## src/rtl/dac_frame_receiver_if.sv

```systemverilog
// Frame bus from the SWV waveform engine to the DAC frame receiver.
//   dac_data    : frame byte
//   dac_data_en : byte-valid level
//   dac_set     : commit strobe level (rising edge acts)
// master = engine side, slave = receiver side.
interface dac_frame_receiver_if;
  logic [7:0] dac_data;
  logic       dac_data_en;
  logic       dac_set;

  modport master (
    output dac_data,
    output dac_data_en,
    output dac_set
  );

  modport slave (
    input dac_data,
    input dac_data_en,
    input dac_set
  );
endinterface : dac_frame_receiver_if

```

## src/rtl/dac_frame_receiver.sv

```systemverilog
// dac_frame_receiver
// Captures a 3-byte DAC frame into a shadow register, commits the two 12-bit
// codes on the rising edge of dac_set and shifts them MSB-first to a
// dual-channel 12-bit serial DAC (channel A = re, channel B = ref).
//
// Build option: DAC_RX_REF_CHANNEL_EN
//   defined     : word A then word B are shifted per commit
//   not defined : only word A is shifted; ref_code is still latched
//
// Ports
//   ti_clk, rst_n       : clock, asynchronous active-low reset
//   bus (slave)         : dac_data / dac_data_en / dac_set frame bus
//   err_clr             : synchronous clear of sticky error flags
//   sclk, sync_n, sdin  : serial DAC pins (sclk idles low, sync_n active low)
//   busy, done          : transfer in progress / one-cycle completion pulse
//   re_code, ref_code   : last committed channel A / channel B codes
//   frame_err, overrun  : sticky framing / commit-while-busy errors
module dac_frame_receiver #(
  parameter int unsigned SCLK_DIV = 2,
  parameter int unsigned SYNC_GAP = 4
) (
  input  logic                   ti_clk,
  input  logic                   rst_n,
  dac_frame_receiver_if.slave    bus,
  input  logic                   err_clr,
  output logic                   sclk,
  output logic                   sync_n,
  output logic                   sdin,
  output logic                   busy,
  output logic                   done,
  output logic [11:0]            re_code,
  output logic [11:0]            ref_code,
  output logic                   frame_err,
  output logic                   overrun
);

  localparam int unsigned CODE_W = 12;
  localparam int unsigned WORD_W = 16;
  localparam int unsigned BYTE_W = 8;
  localparam int unsigned DIV_W  = 8;
  localparam int unsigned BIT_W  = 4;
  localparam int unsigned CNT_W  = 2;
  localparam int unsigned GAP_W  = (SYNC_GAP > 1) ? $clog2(SYNC_GAP + 1) : 1;

`ifdef DAC_RX_REF_CHANNEL_EN
  localparam bit REF_EN = 1'b1;
`else
  localparam bit REF_EN = 1'b0;
`endif

  typedef enum logic [1:0] {
    S_IDLE  = 2'd0,
    S_LOAD  = 2'd1,
    S_SHIFT = 2'd2,
    S_GAP   = 2'd3
  } state_e;

  state_e              state_q,     state_d;
  logic                en_q,        en_d;
  logic                set_q,       set_d;
  logic [CNT_W-1:0]    cnt_q,       cnt_d;
  logic [BYTE_W-1:0]   byte0_q,     byte0_d;
  logic [BYTE_W-1:0]   byte1_q,     byte1_d;
  logic [BYTE_W-1:0]   byte2_q,     byte2_d;
  logic [CODE_W-1:0]   re_code_q,   re_code_d;
  logic [CODE_W-1:0]   ref_code_q,  ref_code_d;
  logic                frame_err_q, frame_err_d;
  logic                overrun_q,   overrun_d;
  logic                sclk_q,      sclk_d;
  logic                sync_n_q,    sync_n_d;
  logic                sdin_q,      sdin_d;
  logic                busy_q,      busy_d;
  logic                done_q,      done_d;
  logic                chan_b_q,    chan_b_d;
  logic [WORD_W-1:0]   shift_q,     shift_d;
  logic [DIV_W-1:0]    div_q,       div_d;
  logic [BIT_W-1:0]    bit_q,       bit_d;
  logic [GAP_W-1:0]    gap_q,       gap_d;

  logic                en_rise_c;
  logic                set_rise_c;
  logic                fe_set_c;
  logic                ov_set_c;
  logic                start_c;
  logic [CODE_W-1:0]   new_re_c;
  logic [CODE_W-1:0]   new_ref_c;

  // Next-state, capture, commit and serializer logic
  always_comb begin
    state_d     = state_q;
    en_d        = bus.dac_data_en;
    set_d       = bus.dac_set;
    cnt_d       = cnt_q;
    byte0_d     = byte0_q;
    byte1_d     = byte1_q;
    byte2_d     = byte2_q;
    re_code_d   = re_code_q;
    ref_code_d  = ref_code_q;
    sclk_d      = sclk_q;
    sync_n_d    = sync_n_q;
    sdin_d      = sdin_q;
    busy_d      = busy_q;
    done_d      = 1'b0;
    chan_b_d    = chan_b_q;
    shift_d     = shift_q;
    div_d       = div_q;
    bit_d       = bit_q;
    gap_d       = gap_q;
    fe_set_c    = 1'b0;
    ov_set_c    = 1'b0;
    start_c     = 1'b0;

    en_rise_c   = bus.dac_data_en & ~en_q;
    set_rise_c  = bus.dac_set & ~set_q;
    new_re_c    = {byte0_q, byte1_q[7:4]};
    new_ref_c   = {byte1_q[3:0], byte2_q};

    // Byte capture: a new en level starts a frame; a partial frame left behind is an error
    if (en_rise_c) begin
      if ((cnt_q == CNT_W'(1)) || (cnt_q == CNT_W'(2))) begin
        fe_set_c = 1'b1;
      end
      byte0_d = bus.dac_data;
      cnt_d   = CNT_W'(1);
    end else if (bus.dac_data_en && en_q) begin
      unique case (cnt_q)
        CNT_W'(0): begin byte0_d = bus.dac_data; cnt_d = CNT_W'(1); end
        CNT_W'(1): begin byte1_d = bus.dac_data; cnt_d = CNT_W'(2); end
        CNT_W'(2): begin byte2_d = bus.dac_data; cnt_d = CNT_W'(3); end
        default:   fe_set_c = 1'b1;
      endcase
    end

    // Commit: a running transfer always wins, so its codes stay intact
    if (set_rise_c) begin
      cnt_d = '0;
      if (busy_q) begin
        ov_set_c = 1'b1;
      end else if (cnt_q != CNT_W'(3)) begin
        fe_set_c = 1'b1;
      end else begin
        start_c    = 1'b1;
        re_code_d  = new_re_c;
        ref_code_d = new_ref_c;
      end
    end

    frame_err_d = fe_set_c | (frame_err_q & ~err_clr);
    overrun_d   = ov_set_c | (overrun_q & ~err_clr);

    unique case (state_q)
      S_IDLE: begin
        if (start_c) begin
          state_d  = S_LOAD;
          busy_d   = 1'b1;
          sync_n_d = 1'b0;
          chan_b_d = 1'b0;
          shift_d  = {2'b00, 2'b00, new_re_c};
          sdin_d   = shift_d[WORD_W-1];
        end
      end

      S_LOAD: begin
        state_d = S_SHIFT;
        sclk_d  = 1'b0;
        div_d   = '0;
        bit_d   = '0;
      end

      // sclk toggles every SCLK_DIV cycles; data moves only on the falling edge
      S_SHIFT: begin
        if (div_q == DIV_W'(SCLK_DIV - 1)) begin
          div_d  = '0;
          sclk_d = ~sclk_q;
          if (sclk_q) begin
            if (bit_q == BIT_W'(WORD_W - 1)) begin
              state_d  = S_GAP;
              sync_n_d = 1'b1;
              sdin_d   = 1'b0;
              gap_d    = '0;
            end else begin
              bit_d   = bit_q + BIT_W'(1);
              shift_d = {shift_q[WORD_W-2:0], 1'b0};
              sdin_d  = shift_q[WORD_W-2];
            end
          end
        end else begin
          div_d = div_q + DIV_W'(1);
        end
      end

      S_GAP: begin
        if (gap_q == GAP_W'(SYNC_GAP - 1)) begin
          if (REF_EN && !chan_b_q) begin
            state_d  = S_LOAD;
            chan_b_d = 1'b1;
            sync_n_d = 1'b0;
            shift_d  = {2'b01, 2'b00, ref_code_q};
            sdin_d   = shift_d[WORD_W-1];
          end else begin
            state_d = S_IDLE;
            busy_d  = 1'b0;
            done_d  = 1'b1;
          end
        end else begin
          gap_d = gap_q + GAP_W'(1);
        end
      end

      default: begin
        state_d = S_IDLE;
      end
    endcase
  end

  // State register
  always_ff @(posedge ti_clk or negedge rst_n) begin
    if (!rst_n) begin
      state_q     <= S_IDLE;
      en_q        <= 1'b0;
      set_q       <= 1'b0;
      cnt_q       <= '0;
      byte0_q     <= '0;
      byte1_q     <= '0;
      byte2_q     <= '0;
      re_code_q   <= '0;
      ref_code_q  <= '0;
      frame_err_q <= 1'b0;
      overrun_q   <= 1'b0;
      sclk_q      <= 1'b0;
      sync_n_q    <= 1'b1;
      sdin_q      <= 1'b0;
      busy_q      <= 1'b0;
      done_q      <= 1'b0;
      chan_b_q    <= 1'b0;
      shift_q     <= '0;
      div_q       <= '0;
      bit_q       <= '0;
      gap_q       <= '0;
    end else begin
      state_q     <= state_d;
      en_q        <= en_d;
      set_q       <= set_d;
      cnt_q       <= cnt_d;
      byte0_q     <= byte0_d;
      byte1_q     <= byte1_d;
      byte2_q     <= byte2_d;
      re_code_q   <= re_code_d;
      ref_code_q  <= ref_code_d;
      frame_err_q <= frame_err_d;
      overrun_q   <= overrun_d;
      sclk_q      <= sclk_d;
      sync_n_q    <= sync_n_d;
      sdin_q      <= sdin_d;
      busy_q      <= busy_d;
      done_q      <= done_d;
      chan_b_q    <= chan_b_d;
      shift_q     <= shift_d;
      div_q       <= div_d;
      bit_q       <= bit_d;
      gap_q       <= gap_d;
    end
  end

  assign sclk      = sclk_q;
  assign sync_n    = sync_n_q;
  assign sdin      = sdin_q;
  assign busy      = busy_q;
  assign done      = done_q;
  assign re_code   = re_code_q;
  assign ref_code  = ref_code_q;
  assign frame_err = frame_err_q;
  assign overrun   = overrun_q;

endmodule : dac_frame_receiver

```

## src/flat_wrapper.sv

```systemverilog
// flat-port wrapper written by rule: the top's interface ports become plain ports
module dac_frame_receiver_flat 
#(
  parameter int unsigned SCLK_DIV = 2,
  parameter int unsigned SYNC_GAP = 4
)
  (ti_clk, rst_n, err_clr, sclk, sync_n, sdin, busy, done, re_code, ref_code, frame_err, overrun, bus_dac_data, bus_dac_data_en, bus_dac_set);
  dac_frame_receiver_if bus_i ();
  input  logic ti_clk;
  input  logic rst_n;
  input  logic err_clr;
  output logic sclk;
  output logic sync_n;
  output logic sdin;
  output logic busy;
  output logic done;
  output logic [11:0] re_code;
  output logic [11:0] ref_code;
  output logic frame_err;
  output logic overrun;
  input wire logic [$bits(bus_i.dac_data)-1:0] bus_dac_data;
  input wire logic [$bits(bus_i.dac_data_en)-1:0] bus_dac_data_en;
  input wire logic [$bits(bus_i.dac_set)-1:0] bus_dac_set;
  assign bus_i.dac_data = bus_dac_data;
  assign bus_i.dac_data_en = bus_dac_data_en;
  assign bus_i.dac_set = bus_dac_set;
  dac_frame_receiver #(.SCLK_DIV(SCLK_DIV), .SYNC_GAP(SYNC_GAP)) u_core (.ti_clk(ti_clk), .rst_n(rst_n), .bus(bus_i), .err_clr(err_clr), .sclk(sclk), .sync_n(sync_n), .sdin(sdin), .busy(busy), .done(done), .re_code(re_code), .ref_code(ref_code), .frame_err(frame_err), .overrun(overrun));
endmodule
```

## config.mk

```make
export PLATFORM = sky130hd
export DESIGN_NAME = dac_frame_receiver_flat
export DESIGN_NICKNAME = d
export VERILOG_FILES = /design/src/rtl/dac_frame_receiver_if.sv /design/src/rtl/dac_frame_receiver.sv /design/src/flat_wrapper.sv
export SDC_FILE = /design/constraint.sdc
export NUM_CORES = 1
export LEC_CHECK = 0
export CAP_MARGIN = 20
export CORE_MARGIN = 2
export CORE_UTILIZATION = 61
export CTS_CLUSTER_DIAMETER = 30
export CTS_CLUSTER_SIZE = 24
export DETAILED_ROUTE_END_ITERATION = 7
export MAX_ROUTING_LAYER = met4
export PLACE_DENSITY = 0.85
export REMOVE_ABC_BUFFERS = 1
export SYNTH_ARGS = -nofsm -noshare
export SYNTH_HDL_FRONTEND = slang
export SYNTH_SLANG_ARGS = --single-unit
```

## constraint.sdc

```tcl
create_clock -name ti_clk -period 6.45 [get_ports ti_clk]
set_clock_uncertainty 0.2 [all_clocks]
set_input_delay 1.29 -clock ti_clk [delete_from_list [all_inputs] [get_ports ti_clk]]
set_output_delay 1.29 -clock ti_clk [all_outputs]
set_load 0.01 [all_outputs]
```

==> results of run 1 <==
metal layers:
metal,routed length (microns),vias to the layer above
li1,-,1230
met5,0,-
met1,3510,1329
met2,3810,47
met3,232,16
met4,201,0
layout by cell type (no fill, tap or decap), drive strengths merged, types with 3 or more instances in the layout:
master	count
dfrtp	90
mux2	74
clkdlybuf4s50	42
nand2	18
inv	16
nor2	15
ha	15
nand3	14
clkbuf	10
o21ai	9
nand2b	5
a21oi	5
buf	4
nor2b	3
a221o	3
a22o	3
nor3	3
xnor2	3
a211oi	3
flip-flops by register name, indices dropped and copies added, names as in the netlist, 3 cells and up:
register and flops:
u_core.shift_q 15, u_core.re_code 12, u_core.ref_code 12, u_core.byte0_q 8
u_core.byte1_q 8, u_core.byte2_q 8, u_core.div_q 8, u_core.bit_q 4
u_core.gap_q 3
power groups by stage:
stage                     Combinational, uW  Sequential [uW]  Clock (uW)
final                                   184              691         375
after global routing                    205              700         404
after CTS                               188              690         380
after detailed placement                186              702           0
after global placement                  176              698           0
after floorplan                         130              686           0
through the flow:
stage,setup slack [ns],utilization,cells
after detailed placement,2.32,0.695,434
after global routing,2.60,0.723,450
final,2.74,0.723,450
after global placement,2.43,0.695,434
after CTS,2.74,0.723,450
after floorplan,0.563,-,308
kinds of logic after synthesis:
group,Yosys count
simple gates,71
xor+xnor,5
compound gates,38
flops,91
mux,76
fa+ha+maj,15
buf+inv,22
how the worst max path moves through the flow:
stage / from / end / slack, ns / cells past startpoint
CTS: bus_dac_set / u_core.shift_q[5]$_DFFE_PN0P_ / 2.74 / 6
global route: bus_dac_set / u_core.shift_q[3]$_DFFE_PN0P_ / 2.60 / 6
detailed placement: bus_dac_set / u_core.shift_q[6]$_DFFE_PN0P_ / 2.32 / 6
floorplan: bus_dac_set / u_core.shift_q[10]$_DFFE_PN0P_ / 0.56 / 4
global placement: bus_dac_set / u_core.shift_q[6]$_DFFE_PN0P_ / 2.43 / 6
finish: bus_dac_set / u_core.shift_q[10]$_DFFE_PN0P_ / 2.74 / 6
tightest hold or removal path, stage by stage (launching register included):
cell and delay [ns]:
dfstp_2 0.39, nand2_1 0.05, a2bb2oi_1 0.05
area by class of cell:
class | instances | area [sq um]
clock inverters | 6 | 53.8
repair buffers | 46 | 450
clock buffers | 10 | 138
flip-flops and latches | 91 | 2280
fillers | 456 | 1850
well taps | 80 | 100
multi-input cells | 205 | 1770
inverters | 12 | 45.0
==> impl_metrics.json, run 1 <==
{
  "p_switching_uw": 338,
  "layout-drive-gt1-share": 0.281,
  "drc": 0,
  "drtIter0Drc": 156,
  "holdCritPathClass": "reg2reg",
  "drt_wl_total_microns": 7750,
  "grt_use_met1": 0.311,
  "synth.most_common_cell": "dfrtp_1",
  "grt_pass1_wl_microns": 13000,
  "ant_nets": 0,
  "grt_overflow": 0,
  "postCtsSetupRepairBufs": 0,
  "ys_ff_latch": 91,
  "endpoint_kind": "register",
  "arrival_ns": 3.75,
  "holdPathEnd": "u_core.sync_n$_DFFE_PN1P_",
  "diodes": 0,
  "root_buffer": "clkbuf_8",
  "post-route-min-period_ns": 3.71,
  "ys_top_cells_by_area": "dfrtp_1, mux2_2, ha_1",
  "finalSetupTns_ns": 0,
  "hpwl_microns": 5300,
  "synth_commonest_cells": "dfrtp_1, mux2_2, nand2_1",
  "path_buf_inv": 2,
  "cp-start-kind": "input port",
  "fmax_mhz": 270,
  "post_dp_cell_area_sq_um": 4640,
  "grtUsageMet3": 0.0362,
  "r2r-start": "u_core.cnt_q[0]$_DFFE_PN0P_",
  "synth_edf_count": 0,
  "avgSynthCellArea_sq_um": 13.0,
  "fp.dieH_microns": 86.3,
  "start_util": 0.619,
  "synth_compound_area_frac": 0.0672,
  "slowest_delay_ns": 0.75,
  "wl_per_cell_microns": 17.2,
  "synth-xor-area-share": 0.0106,
  "syn_to_final_growth_pct": 16.9,
  "finalSetupViolCount": 0,
  "post_synth_fa_ha_maj_area_fraction": 0.0454,
  "synthMuxAreaShare": 0.206,
  "dieWidth_microns": 86.3,
  "synth.cell_area_sq_um": 4140,
  "ys_warn_count": 0,
  "vdd_drop_max_mv": 0.161,
  "tightest_slew_ns": 0.850,
  "synth_flop_cell": "dfrtp_1",
  "switching_share": 0.270,
  "h-tree-depth": 3,
  "final_max_slew_viol_count": 0,
  "power.share.clock": 0.300,
  "r2r_slack_ns": 3.47,
  "required_ns": 6.49,
  "period_share": 0.574,
  "port_buffers": 43,
  "power_leakage_uw": 0.00218,
  "fp.coreArea_sq_um": 6680,
  "cts_tree": "yes",
  "grt_usage": 0.233,
  "cap_viol_max_count": 0,
  "power_frac_seq": 0.553,
  "p_total_uw": 1250,
  "synthCells": 318,
  "p_per_area_nw_per_um2": 259,
  "rows": 30,
  "synthDistinctLibCells": 49,
  "io_pins": 44,
  "combPwrFrac": 0.147,
  "r2r_cells": 6,
  "critPathSlowestCell": "a211oi_2",
  "synth.top_cell.area_share": 0.545,
  "fin_area_sq_um": 4830,
  "grt_use_met2": 0.362,
  "synth_area_leader_cell": "dfrtp_1",
  "dieArea_sq_um": 7450,
  "ys_seq_area_frac": 0.551,
  "clk_pin_slew_worst_paths_ns": 0.09,
  "relSlewSlack": 0.433,
  "synth_top_family_by_area": "multiplexers",
  "synthArstFlopShare": 1.00,
  "first_pass_iters": 4,
  "vias": 2622,
  "rsz0062_at_grt": "false",
  "hold_depth": 2,
  "cts-resized-gates": 0,
  "clockBufferDepth": 2,
  "r2r-end": "u_core.shift_q[10]$_DFFE_PN0P_",
  "first_global_vias": 2635,
  "antenna_found_initial": 0,
  "clk_latency_ns": 0.36,
  "synth-simple-area-share": 0.0941,
  "grt_busiest_layer": "met2",
  "cts-buffers-inserted": 9,
  "fin_hold_ws_ns": 0.294,
  "grt_max_degree": 48,
  "place.gp.congestion": 0.784,
  "clock_sinks": 91,
  "setup.worst_path.class": "in2reg",
  "outcome": "finished clean",
  "path_cells": "clkdlybuf4s50_1 > nor4bb_4 > buf_4 > nor2_1 > a211oi_2 > mux2_2",
  "cp_top_family": "buffers and inverters",
  "hold_violations": 0,
  "viasPerCell": 5.83,
  "num-nets-final": 393,
  "p_int_uw": 913,
  "cts_hold_buf": 0,
  "hp-start": "u_core.sync_n$_DFFE_PN1P_",
  "critPathMaxFanout": 30
}
Power figures use the tool's default switching activity.
==> inputs of run 2 (changes only) <==
--- a/config.mk
+++ b/config.mk
@@ -7,12 +7,12 @@
 export LEC_CHECK = 0
 export CAP_MARGIN = 20
 export CORE_MARGIN = 2
-export CORE_UTILIZATION = 61
+export CORE_UTILIZATION = 51
 export CTS_CLUSTER_DIAMETER = 30
 export CTS_CLUSTER_SIZE = 24
 export DETAILED_ROUTE_END_ITERATION = 7
 export MAX_ROUTING_LAYER = met4
-export PLACE_DENSITY = 0.85
+export PLACE_DENSITY = 0.76
 export REMOVE_ABC_BUFFERS = 1
 export SYNTH_ARGS = -nofsm -noshare
 export SYNTH_HDL_FRONTEND = slang
==> constraint.sdc (replaced) <==
create_clock -name ti_clk -period 3.4 [get_ports ti_clk]
set_clock_uncertainty 0.2 [all_clocks]
set_input_delay 0.68 -clock ti_clk [delete_from_list [all_inputs] [get_ports ti_clk]]
set_output_delay 0.68 -clock ti_clk [all_outputs]
set_load 0.01 [all_outputs]
==> run 2 against run 1 <==
Die area increased by 19%. Critical path depth down 1. Highest routed layer unchanged. Sequential power is 90% higher. Global-route usage down 3.6 points. Sequential share of layout area fell by 0.89 points. Wire length down 2.9%. Register-to-register slack worse by 2.8 ns.
==> impl_metrics.json, run 2 (synthesized netlist as in run 1, its figures left out) <==
{
  "rows": 32,
  "clk_pin_slew_worst_paths_ns": 0.09,
  "fin_ws_ns": 0.703,
  "p_total_uw": 2490,
  "clockBufferDepth": 2,
  "critPathMaxFanout": 16,
  "endpoint_kind": "register",
  "outcome": "finished clean",
  "io_pins": 44,
  "drc": 0,
  "r2r_slack_ns": 0.70,
  "mostFrequentLayoutCell": "dfrtp_1",
  "required_ns": 3.50,
  "grt_usage": 0.197,
  "viasPerCell": 5.52,
  "layout_common_cells": "dfrtp_1, mux2_2, clkdlybuf4s50_1",
  "r2r-end": "u_core.shift_q[12]$_DFFE_PN0P_",
  "vdd_drop_max_mv": 0.365,
  "vias": 2616,
  "critPathLaunch": "u_core.state_q[0]$_DFFE_PN0P_",
  "h-tree-depth": 3,
  "fp.coreArea_sq_um": 7810,
  "hold_violations": 0,
  "drtIter0Drc": 85,
  "holdCritPathClass": "in2async",
  "grtUsageMet3": 0.0546,
  "cts_tree": "yes",
  "first_global_vias": 2757,
  "finalSetupTns_ns": 0,
  "setup.worst_path.class": "reg2reg",
  "first_pass_iters": 4,
  "clock_sinks": 91,
  "cts-buffers-inserted": 9,
  "fin_hold_ws_ns": 0.128,
  "fp.dieH_microns": 94.0,
  "syn_to_final_growth_pct": 19.1,
  "largest_register_ffs": 15,
  "dieArea_sq_um": 8840,
  "postCtsSetupRepairBufs": 0,
  "wl_per_cell_microns": 15.9,
  "root_buffer": "clkbuf_8",
  "post_dp_cell_area_sq_um": 4700,
  "tightest_slew_ns": 0.624,
  "fin_area_sq_um": 4920,
  "layout-drive-gt1-share": 0.285,
  "port_buffers": 43,
  "cap_viol_max_count": 0,
  "antenna_found_initial": 0,
  "drt_wl_total_microns": 7530,
  "pre_cts_slack_ns": 0.624,
  "post-route-min-period_ns": 2.70,
  "power_leakage_uw": 0.00221,
  "ant_nets": 0,
  "grt_use_met1": 0.250,
  "cts_hold_buf": 0,
  "grt_max_degree": 48,
  "final_max_slew_viol_count": 0,
  "relSlewSlack": 0.580,
  "start_util": 0.530,
  "clk_latency_ns": 0.36,
  "p_per_area_nw_per_um2": 507,
  "num-nets-final": 395,
  "cp-start-kind": "register",
  "cts-resized-gates": 0,
  "fmax_mhz": 371,
  "grt_busiest_layer": "met2",
  "regMostFlops": "u_core.shift_q",
  "arrival_ns": 2.80,
  "rsz0062_at_grt": "false",
  "grt_use_met2": 0.313,
  "grt_pass1_wl_microns": 13100,
  "place.gp.congestion": 0.828,
  "r2r_cells": 5,
  "grt_overflow": 0,
  "r2r-start": "u_core.state_q[0]$_DFFE_PN0P_",
  "finalSetupViolCount": 0,
  "hpwl_microns": 5180,
  "dieWidth_microns": 94.0,
  "diodes": 0,
  "period_share": 0.793
}
[run 2: cell count changes in the layout (fill, tap and decap cells not counted), sizes merged]
cell    before  now
bufinv       0    2
buf          4    6
clkbuf      10    9
inv         16   15
[run 2: power by group]
group / switching, uW / internal (uW)
combinational: 135 / 211
clock: 410 / 427
sequential: 90.0 / 1220
total: 635 / 1860
[run 2: worst max-delay path, cell delays in order, from the launching register on]
cell	delay [ns]
dfrtp_1	0.42
inv_1	0.12
ha_1	0.57
clkinv_1	0.48
nor4_1	0.62
a22o_1	0.23
[run 2: cell type report]
cell class / count / area (sq um)
fill: 606 / 2880
multi-input combinational: 205 / 1770
tap: 102 / 128
sequential: 91 / 2280
clock buffer: 9 / 124
timing repair buffer: 48 / 478
clock inverter: 7 / 105
inverter: 12 / 45.0
[run 2: per-layer routing]
| metal | part of all wire | wire (microns) |
|---|---|---|
| met5 | 0 | 0 |
| met1 | 0.46 | 3430 |
| met2 | 0.49 | 3720 |
| met4 | 0.013 | 96 |
| met3 | 0.036 | 271 |
[run 2: metrics by stage]
stage,std cells,util
2_1_floorplan,308,-
3_3_place_gp,458,0.601
3_5_place_dp,458,0.601
4_1_cts,474,0.631
5_1_grt,474,0.631
6_report,474,0.631
[run 2: worst max path at each step]
stage | endpoint | slack, ns | cells after the start
floorplan | u_core.shift_q[10]$_DFFE_PN0P_ | -1.88 | 4
global placement | u_core.shift_q[10]$_DFFE_PN0P_ | 0.68 | 6
detailed placement | u_core.shift_q[10]$_DFFE_PN0P_ | 0.62 | 6
CTS | u_core.shift_q[12]$_DFFE_PN0P_ | 0.75 | 5
global route | u_core.shift_q[12]$_DFFE_PN0P_ | 0.58 | 5
finish | u_core.shift_q[12]$_DFFE_PN0P_ | 0.70 | 5
==> inputs of run 3 (changes only) <==
--- a/config.mk
+++ b/config.mk
@@ -7,12 +7,12 @@
 export LEC_CHECK = 0
 export CAP_MARGIN = 20
 export CORE_MARGIN = 2
-export CORE_UTILIZATION = 51
+export CORE_UTILIZATION = 56
 export CTS_CLUSTER_DIAMETER = 30
 export CTS_CLUSTER_SIZE = 24
 export DETAILED_ROUTE_END_ITERATION = 7
 export MAX_ROUTING_LAYER = met4
-export PLACE_DENSITY = 0.76
+export PLACE_DENSITY = 0.79
 export REMOVE_ABC_BUFFERS = 1
 export SYNTH_ARGS = -nofsm -noshare
 export SYNTH_HDL_FRONTEND = slang
==> constraint.sdc (replaced) <==
create_clock -name ti_clk -period 2.6 [get_ports ti_clk]
set_clock_uncertainty 0.2 [all_clocks]
set_input_delay 0.52 -clock ti_clk [delete_from_list [all_inputs] [get_ports ti_clk]]
set_output_delay 0.52 -clock ti_clk [all_outputs]
set_load 0.01 [all_outputs]
==> run 3 against run 2 <==
Combinational power rose by 33%. Via count rose by 0.88%. Fmax up 15%. Core utilization increased by 6.0 points. Total power increased by 26%. Critical path depth grew 2. Worst setup slack got worse by 0.45 ns. Wire length grew 4.3%. Sequential cell count stayed put. Hold slack better by 0.17 ns. Final cell count increased by 1.9%. Register-to-register slack worse by 0.45 ns.
==> impl_metrics.json, run 3 (synthesized netlist as in run 1, its figures left out) <==
{
  "first_global_vias": 2670,
  "slowest_delay_ns": 0.41,
  "largest_register_ffs": 15,
  "period_share": 0.903,
  "grt_pass1_wl_microns": 13400,
  "final_max_slew_viol_count": 0,
  "hold_violations": 0,
  "dp.cells": 466,
  "mostFrequentLayoutCell": "dfrtp_1",
  "clockBufferDepth": 2,
  "cts-resized-gates": 0,
  "hpwl_microns": 5590,
  "root_buffer": "clkbuf_8",
  "antenna_found_initial": 0,
  "tightest_slew_ns": 0.537,
  "setup.worst_path.class": "reg2reg",
  "diodes": 0,
  "drtIter0Drc": 185,
  "grt_max_degree": 43,
  "start_util": 0.573,
  "holdCritPathClass": "reg2reg",
  "fmax_mhz": 426,
  "h-tree-depth": 3,
  "port_buffers": 43,
  "first_pass_iters": 4,
  "post-route-min-period_ns": 2.35,
  "vias": 2639,
  "rsz0062_at_grt": "false",
  "critPathMaxFanout": 11,
  "cts_tree": "yes",
  "cap_viol_max_count": 0,
  "fin_util": 0.691,
  "clock_sinks": 91,
  "fp.dieH_microns": 89.9,
  "drt_wl_total_microns": 7850,
  "endpoint_kind": "register",
  "viasPerCell": 5.46,
  "postCtsSetupRepairBufs": 0,
  "cp-start-kind": "register",
  "clk_pin_slew_worst_paths_ns": 0.08,
  "finalSetupViolCount": 0,
  "relSlewSlack": 0.642,
  "critPathSlowestCell": "nor3b_1",
  "p_per_area_nw_per_um2": 630,
  "cts_hold_buf": 1,
  "finalSetupTns_ns": 0,
  "path_cells": "inv_1 > ha_1 > nor3b_1 > nand4_4 > a211oi_2 > buf_4 > mux2_2",
  "fin_cells": 483,
  "layout_common_cells": "dfrtp_1, mux2_2, clkdlybuf4s50_1",
  "regMostFlops": "u_core.shift_q",
  "clk_latency_ns": 0.35,
  "required_ns": 2.64,
  "arrival_ns": 2.38,
  "fp.coreArea_sq_um": 7210,
  "ant_nets": 0,
  "dieArea_sq_um": 8090,
  "cts-buffers-inserted": 9,
  "place.gp.congestion": 0.839,
  "wl_per_cell_microns": 16.2,
  "io_pins": 44,
  "dieWidth_microns": 89.9,
  "power_leakage_uw": 0.00226,
  "outcome": "finished clean",
  "vdd_drop_max_mv": 0.416,
  "layout-drive-gt1-share": 0.305,
  "rows": 31,
  "grt_usage": 0.215,
  "grt_overflow": 0,
  "num-nets-final": 407,
  "drc": 0,
  "syn_to_final_growth_pct": 20.6
}
[run 3: per-layer routing]
metal,global-route usage,up-vias,share of wire,routed length [microns]
li1,-,1268,-,-
met1,0.294,1313,0.46,3580
met2,0.340,49,0.50,3930
met3,0.0319,9,0.034,269
met4,0.0615,0,0.0078,61
met5,-,-,0,0
[run 3: area by class of cell]
class | instances | area, sq um
Inverter | 12 | 45.0
Fill cell | 537 | 2230
Timing Repair Buffer | 60 | 571
Clock inverter | 6 | 63.8
Clock buffer | 10 | 138
Multi-Input combinational cell | 205 | 1770
Sequential cell | 91 | 2280
Tap cell | 99 | 124
[run 3: metrics by stage]
step                total power [uW]  setup slack (ns)  hold WS [ns]  area (sq um)
finish                          3140             0.252         0.294          4990
floorplan                       2030             -2.65        0.0244          4080
global route                    3340            0.0606         0.315          4990
global placement                2170             0.125         0.277          4770
detailed placement              2210            0.0719         0.279          4770
CTS                             3170             0.238         0.295          4990
[run 3: final timing paths]
path	from	end	slack, ns	cells after the start
max reg2reg	u_core.div_q[1]$_DFFE_PN0P_	u_core.shift_q[10]$_DFFE_PN0P_	0.25	7
max in group asynchronous	rst_n	u_core.shift_q[8]$_DFFE_PN0P_	1.12	3
min reg2reg	u_core.sync_n$_DFFE_PN1P_	u_core.sync_n$_DFFE_PN1P_	0.29	2
min in group asynchronous	rst_n	u_core.div_q[6]$_DFFE_PN0P_	0.50	2
min	u_core.sync_n$_DFFE_PN1P_	u_core.sync_n$_DFFE_PN1P_	0.29	2
max	u_core.div_q[1]$_DFFE_PN0P_	u_core.shift_q[10]$_DFFE_PN0P_	0.25	7
[run 3: report_power, final]
| group | internal, uW | total (uW) | switching (uW) |
|---|---|---|---|
| Sequential | 1600 | 1710 | 116 |
| Clock | 471 | 968 | 497 |
| Combinational | 280 | 460 | 180 |
| Total | 2350 | 3140 | 792 |
[run 3: critical path, delay by kind of cell (launching register included)]
kind / cells / cell delay [ns]
multiplexers: 1 / 0.36
flip-flops: 1 / 0.40
adder cells (fa/ha/maj): 1 / 0.17
buffers and inverters: 2 / 0.31
AO/OA/AOI/OAI: 1 / 0.25
AND/OR/NAND/NOR: 2 / 0.56
